`src/rtl/uart_pkg.sv`:
```
// Shared UART definitions: FSM states, framing constants and bit-period helper.
package uart_pkg;

    typedef enum logic [2:0] {
        IDLE   = 3'd0,
        START  = 3'd1,
        DATA   = 3'd2,
        PARITY = 3'd3,
        STOP   = 3'd4
    } tx_state_e;

    localparam int unsigned DATA_BITS = 8;
    localparam logic        LINE_IDLE = 1'b1;

    // Clock cycles per serial bit (integer division, truncating).
    function automatic int unsigned clks_per_bit(input int unsigned clk_freq,
                                                 input int unsigned baud_rate);
        return clk_freq / baud_rate;
    endfunction

endpackage

```
`src/rtl/baud_tick_gen.sv`:
```
// Restartable modulo-CLKS_PER_BIT counter marking the end of each serial bit period.
module baud_tick_gen #(
    parameter int unsigned CLKS_PER_BIT = 10
) (
    input  logic i_clk,
    input  logic i_rst,
    input  logic i_clear,
    input  logic i_enable,
    output logic o_bit_end_c,
    output logic o_pre_end_c
);

    localparam int unsigned       CNT_W = $clog2(CLKS_PER_BIT);
    localparam logic [CNT_W-1:0]  LAST  = CNT_W'(CLKS_PER_BIT - 1);
    localparam logic [CNT_W-1:0]  PRE   = CNT_W'(CLKS_PER_BIT - 2);

    logic [CNT_W-1:0] r_cnt;

    always_ff @(posedge i_clk) begin
        if (i_rst || i_clear) begin
            r_cnt <= '0;
        end else if (i_enable) begin
            r_cnt <= (r_cnt == LAST) ? '0 : r_cnt + CNT_W'(1);
        end
    end

    // Pre-end strobe lets a consumer register a flag that lands on the last cycle.
    assign o_bit_end_c = i_enable && (r_cnt == LAST);
    assign o_pre_end_c = i_enable && (r_cnt == PRE);

endmodule

```
`src/rtl/uart_byte_tx.sv`:
```
// Serial byte transmitter: start, 8 data bits LSB-first, optional parity, 1 or 2 stop bits.
module uart_byte_tx
    import uart_pkg::*;
#(
    parameter int unsigned CLK_FREQ     = 50_000_000,
    parameter int unsigned BAUD_RATE    = 115_200,
    parameter int unsigned CLKS_PER_BIT = clks_per_bit(CLK_FREQ, BAUD_RATE)
) (
    input  logic       i_clk,
    input  logic       i_rst,
    input  logic       i_byte_send_en,
    input  logic [7:0] i_tx_data,
    input  logic       i_parity_en,
    input  logic       i_parity_odd,
    input  logic       i_stop2,
    output logic       o_tx_serial,
    output logic       o_tx_busy,
    output logic       o_byte_tx_done
);

    generate
        if (CLKS_PER_BIT < 2) begin : g_bad_clks_per_bit
            $error("uart_byte_tx: CLKS_PER_BIT must be at least 2");
        end
    endgenerate

    tx_state_e            r_state;
    tx_state_e            w_state_nxt;
    logic [2:0]           r_bit_idx;
    logic [2:0]           w_bit_idx_nxt;
    logic                 r_stop_idx;
    logic                 w_stop_idx_nxt;
    logic [DATA_BITS-1:0] r_data;
    logic                 r_par_en;
    logic                 r_par_odd;
    logic                 r_stop2;
    logic                 r_tx_serial;
    logic                 r_busy;
    logic                 r_done;
    logic                 w_accept;
    logic                 w_line_nxt;
    logic                 w_done_nxt;
    logic                 w_bit_end;
    logic                 w_pre_end;
    logic                 w_parity;

    baud_tick_gen #(
        .CLKS_PER_BIT (CLKS_PER_BIT)
    ) u_baud (
        .i_clk       (i_clk),
        .i_rst       (i_rst),
        .i_clear     (w_accept),
        .i_enable    (r_state != IDLE),
        .o_bit_end_c (w_bit_end),
        .o_pre_end_c (w_pre_end)
    );

    assign w_parity = (^r_data) ^ r_par_odd;

    // State register; serial line, busy and done are registered from next-state values.
    always_ff @(posedge i_clk) begin
        if (i_rst) begin
            r_state     <= IDLE;
            r_bit_idx   <= '0;
            r_stop_idx  <= 1'b0;
            r_tx_serial <= LINE_IDLE;
            r_busy      <= 1'b0;
            r_done      <= 1'b0;
        end else begin
            r_state     <= w_state_nxt;
            r_bit_idx   <= w_bit_idx_nxt;
            r_stop_idx  <= w_stop_idx_nxt;
            r_tx_serial <= w_line_nxt;
            r_busy      <= (w_state_nxt != IDLE);
            r_done      <= w_done_nxt;
        end
    end

    // Frame settings are frozen at accept so mid-frame input changes are ignored.
    always_ff @(posedge i_clk) begin
        if (w_accept) begin
            r_data    <= i_tx_data;
            r_par_en  <= i_parity_en;
            r_par_odd <= i_parity_odd;
            r_stop2   <= i_stop2;
        end
    end

    always_comb begin
        w_state_nxt    = r_state;
        w_bit_idx_nxt  = r_bit_idx;
        w_stop_idx_nxt = r_stop_idx;
        w_accept       = 1'b0;
        w_done_nxt     = 1'b0;
        case (r_state)
            IDLE: begin
                if (i_byte_send_en) begin
                    w_accept       = 1'b1;
                    w_state_nxt    = START;
                    w_bit_idx_nxt  = '0;
                    w_stop_idx_nxt = 1'b0;
                end
            end
            START: begin
                if (w_bit_end) begin
                    w_state_nxt = DATA;
                end
            end
            DATA: begin
                if (w_bit_end) begin
                    if (r_bit_idx == 3'(DATA_BITS - 1)) begin
                        w_state_nxt = r_par_en ? PARITY : STOP;
                    end else begin
                        w_bit_idx_nxt = r_bit_idx + 3'd1;
                    end
                end
            end
            PARITY: begin
                if (w_bit_end) begin
                    w_state_nxt = STOP;
                end
            end
            STOP: begin
                // Done is flagged one cycle early so the registered pulse hits the last stop cycle.
                w_done_nxt = w_pre_end && (r_stop_idx == r_stop2);
                if (w_bit_end) begin
                    if (r_stop_idx == r_stop2) begin
                        w_state_nxt = IDLE;
                    end else begin
                        w_stop_idx_nxt = 1'b1;
                    end
                end
            end
            default: begin
                w_state_nxt = IDLE;
            end
        endcase
    end

    always_comb begin
        w_line_nxt = LINE_IDLE;
        case (w_state_nxt)
            START:   w_line_nxt = 1'b0;
            DATA:    w_line_nxt = r_data[w_bit_idx_nxt];
            PARITY:  w_line_nxt = w_parity;
            default: w_line_nxt = LINE_IDLE;
        endcase
    end

    assign o_tx_serial    = r_tx_serial;
    assign o_tx_busy      = r_busy;
    assign o_byte_tx_done = r_done;

endmodule
```
`config.mk`:
```
export PLATFORM = sky130hd
export DESIGN_NAME = uart_byte_tx
export DESIGN_NICKNAME = d
export VERILOG_FILES = /design/src/rtl/uart_pkg.sv /design/src/rtl/baud_tick_gen.sv /design/src/rtl/uart_byte_tx.sv
export SDC_FILE = /design/constraint.sdc
export NUM_CORES = 1
export LEC_CHECK = 0
export ABC_AREA = 1
export CAP_MARGIN = 25
export CORE_MARGIN = 3
export CORE_UTILIZATION = 58
export CTS_BUF_LIST = sky130_fd_sc_hd__clkbuf_8
export DETAILED_ROUTE_END_ITERATION = 12
export GPL_ROUTABILITY_DRIVEN = 0
export PLACE_DENSITY = 0.78
export SYNTH_ARGS = -nofsm -noshare
export SYNTH_HDL_FRONTEND = slang
export SYNTH_SLANG_ARGS = --single-unit
```
`constraint.sdc`:
```
create_clock -name i_clk -period 2.3 [get_ports i_clk]
set_clock_uncertainty 0.05 [all_clocks]
set_input_delay 0.46 -clock i_clk [delete_from_list [all_inputs] [get_ports i_clk]]
set_output_delay 0.46 -clock i_clk [all_outputs]
set_load 0.1 [all_outputs]
```
### Word level (Yosys, flattened, before mapping)

Cells that the tools add are included.

| storage, ports and cells | value |
|---|---|
| bits in registers | 30 |
| input bits | 14 |
| output and inout port bits | 3 |
| logic and storage cells | 64 |

| cells by class | value |
|---|---|
| add/subtract/negate cells | 2 |
| order comparisons | 1 |
| equality and inequality tests | 14 |
| muxes and demuxes | 23 |
| bitwise operators | 2 |
| reduce and logical (&&, ||, !) cells | 11 |

Operators by type and width:

| kind | number |
|---|---|
| 3-bit two-way mux | 11 |
| 9-bit == test, second input constant | 2 |
| 3-bit one-hot mux with 5 select lines | 1 |
| 3-bit by 2-bit == test with 1-bit output, second input constant | 4 |
| 9-bit by 1-bit adder with 9-bit output, second input constant | 1 |
| 9-bit two-way mux | 1 |
| 8-bit parity | 1 |
| 3-bit by 1-bit == test with 1-bit output, second input constant | 2 |
| 3-bit == test, second input constant | 2 |
| 1-bit two-way mux | 6 |
| 3-bit one-hot mux with 2 select lines | 1 |
| 3-bit nonzero test | 2 |
| 3-bit by 4-bit < comparator with 1-bit output, second input constant | 1 |
| 2-bit != test, second input constant | 2 |
| 4-bit AND reduction | 1 |
| 3-bit by 1-bit adder with 3-bit output, second input constant | 1 |
| 1-bit binary-select mux with 3-bit select | 1 |
| 1-bit logical AND | 3 |
| 3-bit logical NOT | 1 |
| 1-bit one-hot mux with 3 select lines | 1 |
| 2-bit by 1-bit != test with 1-bit output, second input constant | 1 |
| 1-bit one-hot mux with 2 select lines | 1 |
| 2-bit nonzero test | 1 |
| 2-bit OR reduction | 1 |
| 4 further kinds | 4 |

### Depth between registers and ports, before layout

| logic depth | value |
|---|---|
| depth in word-level cells | 7 |
| depth in mapped cells | 14 |
| gate-level depth less buffers | 14 |

### By module

From an unflattened synthesis, not the netlist that was laid out.

| second synthesis, totals | value |
|---|---|
| cell total of the unflattened synthesis | 205 |
| area total of the unflattened synthesis | 1634.1 um2 |

Modules (own cells, without submodules):

| module | times used | cells an instance | area each (um2) | sequential area each (um2) |
|---|---|---|---|---|
| uart_byte_tx | 1 | 129 | 1074.8 | 530.5 |
| baud_tick_gen | 1 | 76 | 559.3 | 180.2 |

### Worst setup path before layout

Ideal clock, no wire load.

| timing path | value |
|---|---|
| path kind | reg-to-reg |
| from | register r_state[0] |
| to | register u_baud.r_cnt[4] |
| setup time | 115 ps |
| arrival time | 1732 ps |
| required time | 2135 ps |
| slack | 403 ps |
| stages on the path, launching flop included | 10 |
| path buffers | 0 |
| period minus slack after synthesis | 1897 ps |
| path through | dfxtp_1 > nor2_4 > nand2_2 > nor2_1 > inv_1 > nand2_1 > nor2_1 > inv_1 > a21oi_1 > o21a_1 |

| on the way | value |
|---|---|
| word-level cells in the longest chain between the ends | 3 |
| elaborated cells between the ends (all ways) | 4 |
| those cells by class | mux (1); reduce/logical (3) |

Ends and longest elaborated chain:

| item | line | RTL |
|---|---|---|
| from (decl) | uart_byte_tx.sv:27 | `tx_state_e r_state;` |
| from (signal assigned) | uart_byte_tx.sv:70 | `r_state <= w_state_nxt;` |
| 3-bit logical NOT | uart_byte_tx.sv:95 | `case (r_state)` |
| 1-bit two-way mux | uart_byte_tx.sv:95 |  |
| via u_baud.i_clear | baud_tick_gen.sv:7 | `input logic i_clear,` |
| 1-bit logical OR | baud_tick_gen.sv:20 | `if (i_rst \|\| i_clear) begin` |
| to (signal assigned) | baud_tick_gen.sv:23 | `r_cnt <= (r_cnt == LAST) ? '0 : r_cnt + CNT_W'(1);` |
| to (decl) | baud_tick_gen.sv:17 | `logic [CNT_W-1:0] r_cnt;` |

The timed path passes the listed nets, and every way through them passes these cells.
A chain may end at the register's enable or synchronous reset.

### Worst setup path after layout

| timing path | value |
|---|---|
| from | register u_baud.r_cnt[1] |
| to | register r_tx_serial, in the netlist o_tx_serial |

| on the way | value |
|---|---|
| word-level cells in the longest chain between the ends | 7 |
| elaborated cells between the ends (all ways) | 15 |
| those cells by class | eq/ne (4); mux (10); reduce/logical (1) |

Ends and longest elaborated chain:

| item | line | RTL |
|---|---|---|
| 9-bit == test * | baud_tick_gen.sv:28 | `assign o_bit_end_c = i_enable && (r_cnt == LAST);` |
| 1-bit logical AND * | baud_tick_gen.sv:28 |  |
| 3-bit two-way mux | uart_byte_tx.sv:110 | `if (w_bit_end) begin` |
| 3-bit one-hot mux with 2 select lines | uart_byte_tx.sv:95 |  |
| 1-bit binary-select mux with 3-bit select | uart_byte_tx.sv:144 | `DATA: w_line_nxt = r_data[w_bit_idx_nxt];` |
| 1-bit two-way mux (not written as such) | uart_byte_tx.sv:144 |  |
| 1-bit one-hot mux with 3 select lines * | uart_byte_tx.sv:142 | `case (w_state_nxt)` |
| to (signal assigned) | uart_byte_tx.sv:73 | `r_tx_serial <= w_line_nxt;` |
| to (decl) | uart_byte_tx.sv:37 | `logic r_tx_serial;` |

Every way passes the cells marked *; elsewhere a longest branch is shown, timed or not. The select of a mux whose other input is x is not followed.

==> results.sh <==
export IMPL_regToRegStartpoint="u_baud.r_cnt[1]"
export IMPL_cts_root_buf="clkbuf_8"
export IMPL_internal_power_uw=864
export IMPL_io_buffer_count=16
export IMPL_cts_tree="yes"
export IMPL_worstSkewPairLatency_ns=0.27
export IMPL_start_kind="register"
export IMPL_placed_cells=254
export IMPL_drtIter0Drc=73
export IMPL_dr_pass1_iters=4
export IMPL_grt_pass1_vias=1318
export IMPL_grt_ovfl_total=0
export IMPL_max_cap_viol_count=0
export IMPL_synth_cell_types=32
export IMPL_rows=18
export IMPL_ys_seq_elements=30
export IMPL_finalMaxSlewViolations=0
export IMPL_area_growth_pct=16.6
export IMPL_seq_power_share_pct=51.3
export IMPL_switching_share_pct=23.9
export IMPL_tns_ns=0
export IMPL_grt_max_degree=13
export IMPL_status="finished, final reports clean"
export IMPL_peakVddDrop_mv=0.659
export IMPL_final_hold_viol_count=0
export IMPL_switching_power_uw=271
export IMPL_diodes=0
export IMPL_powerDensity_nw_per_um2=594
export IMPL_power_leakage_uw=0.000832
export IMPL_hold_path_class="reg -> reg"
export IMPL_die_y_um=59.2
export IMPL_drive_above_1_share_pct=13.8
export IMPL_cp_end_kind="register"
export IMPL_ant_nets=0
export IMPL_cts_sinks=30
export IMPL_final_cells=262
export IMPL_pre_cts_ws_ns=0.355
export IMPL_power_frac_comb_pct=12.3
export IMPL_ys_flop_type="dfxtp_1"
export IMPL_antenna_found_initial=0
export IMPL_die_w_um=59.2
export IMPL_arrival_ns=1.99
export IMPL_netlist_top_cells_count="nand2_1, inv_1, nor2_1"
export IMPL_met2_usage_pct=33.4
export IMPL_worstHoldStart="r_stop_idx"
export IMPL_synth_nets=226
export IMPL_fin_nets=249
export IMPL_synth_area_leaders="dfxtp_1, edfxtp_1, nand2_1"
export IMPL_syn_inst=208
export IMPL_die_area_um2=3500
export IMPL_start_util_pct=63.3
export IMPL_grtUsageMet1_pct=26.3
export IMPL_post_route_min_period_ns=1.87
export IMPL_finalSetupViolCount=0
export IMPL_async_reset_ff_share_pct=0
export IMPL_vias_per_cell=5.21
export IMPL_clk_transition_reported_paths_ns=0.06
export IMPL_worst_slack_ns=0.432
export IMPL_worstPathMaxFanout=7
export IMPL_rsz0062_at_grt="false"
export IMPL_power_frac_clock_pct=36.4
export IMPL_synth_seq_area_share_pct=43.4
export IMPL_cts_resized_gates=0
export IMPL_required_ns=2.42
export IMPL_timing_fmax_mhz=535
export IMPL_met3_usage_pct=6.10
export IMPL_post_cts_setup_buffers=0
export IMPL_whs_ns=0.452
export IMPL_track_usage_pct=21.0
export IMPL_grt_busiest_layer="met2"
export IMPL_wl_um=3150
export IMPL_syn_area_um2=1640
export IMPL_startpoint="u_baud.r_cnt[1]"
export IMPL_synth_edff_count=11
export IMPL_syn_area_per_cell_um2=7.88
export IMPL_drc=0
export IMPL_max_slew_margin_rel_pct=72.4
export IMPL_routedWlPerCell_um=12.0
export IMPL_total_power_uw=1130
export IMPL_critical_path_class="reg -> reg"
export IMPL_place_hpwl_um=2480
export IMPL_synth_top_cell_area_share_pct=23.2
export IMPL_grt_pass1_wl_um=5460
export IMPL_htreeDepth=2
export IMPL_tightest_slew_ns=0.404
export IMPL_core_area_um2=2590
export IMPL_clk_path_buf_depth=2
export IMPL_num_io_pins=17
export IMPL_yosys_warnings=0
export IMPL_via_count=1366
export IMPL_synth_most_common_cell="nand2_1"
export IMPL_numCtsBuffers=5
export IMPL_finalCritPeriodShare_pct=81.2
export IMPL_yosys_area_top_type="dfxtp_1"
export IMPL_cts_hold_buf=0
-- worst paths after layout --
| path | slack [ns] | cells past startpoint | endpoint |
|---|---|---|---|
| setup / recovery | 0.43 | 13 | o_tx_serial |
| hold / removal | 0.45 | 2 | r_stop_idx |
| setup reg to reg | 0.43 | 13 | o_tx_serial |
| hold reg to reg | 0.45 | 2 | r_stop_idx |
-- cell families (layout without fill, tap and decap cells) --
logic type	Yosys count	in the layout	synth area share [%]
xor+xnor	8	8	4.27
simple gates	101	101	29.8
compound gates	27	27	9.77
fa+ha+maj	4	4	3.05
buf+inv	38	62	9.77
flops	30	30	43.4
-- area by class of cell --
type	count	area, um^2
Clock buffer	6	82.6
Clock inverter	2	7.51
Fill cell	206	678
Inverter	36	138
Multi-Input combinational cell	140	768
Sequential cell	30	711
Tap cell	30	37.5
Timing Repair Buffer	18	168
-- power by group through the flow --
| stage | sequential (uW) | clock (uW) | combinational (uW) |
|---|---|---|---|
| floorplan | 609 | 0 | 79.9 |
| finish | 582 | 413 | 139 |
| global route | 584 | 450 | 155 |
| detailed placement | 594 | 0 | 139 |
| CTS | 582 | 425 | 139 |
| global placement | 593 | 0 | 135 |
-- through the flow --
stage / instance area, um^2 / utilization [%]
final: 1910 / 73.8
after global placement: 1820 / 70.3
after CTS: 1910 / 73.8
after floorplan: 1640 / -
after detailed placement: 1820 / 70.3
after global routing: 1910 / 73.8
-- placed cells by master, fill, tap and decap left out, types with 2 or more instances in the layout --
| cell type | count |
|---|---|
| nor2_1 | 25 |
| a211oi_1 | 2 |
| ha_1 | 4 |
| clkbuf_8 | 6 |
| nand2_2 | 5 |
| a21oi_1 | 12 |
| nand3_1 | 18 |
| nand2_1 | 34 |
| nand4_1 | 3 |
| buf_4 | 5 |
| inv_2 | 5 |
| o21ai_0 | 3 |
| nor4_1 | 2 |
| o21ai_1 | 5 |
| xnor2_1 | 5 |
| inv_1 | 32 |
| xor2_1 | 3 |
| clkdlybuf4s50_1 | 13 |
| nor3_1 | 5 |
| dfxtp_1 | 19 |
| edfxtp_1 | 11 |
| nor2_4 | 3 |
-- state kept, by name, summed over array words and instances (netlist names) --
name and flops:
u_baud.r_cnt 9, r_data 8, r_bit_idx 3, r_state 3, o_byte_tx_done 1, o_tx_busy 1, o_tx_serial 1, r_par_en 1
r_par_odd 1, r_stop2 1, r_stop_idx 1
-- routing by layer --
metal	share of wire (%)	up-vias
met5	0	-
met4	2.0	0
met3	4.9	7
met2	46	32
met1	47	608
li1	-	719
-- critical path: stages, from the launching register on --
cell      delay, ns
dfxtp_1        0.33
inv_1          0.10
ha_1           0.17
nand2_1        0.10
nor2_4         0.17
nand3_4        0.14
inv_4          0.11
a21boi_2       0.06
o21ai_1        0.12
nand2_1        0.12
inv_1          0.09
nor2_1         0.04
nor2_1         0.09
nand2_1        0.06
(Power assumes the default switching activity.)
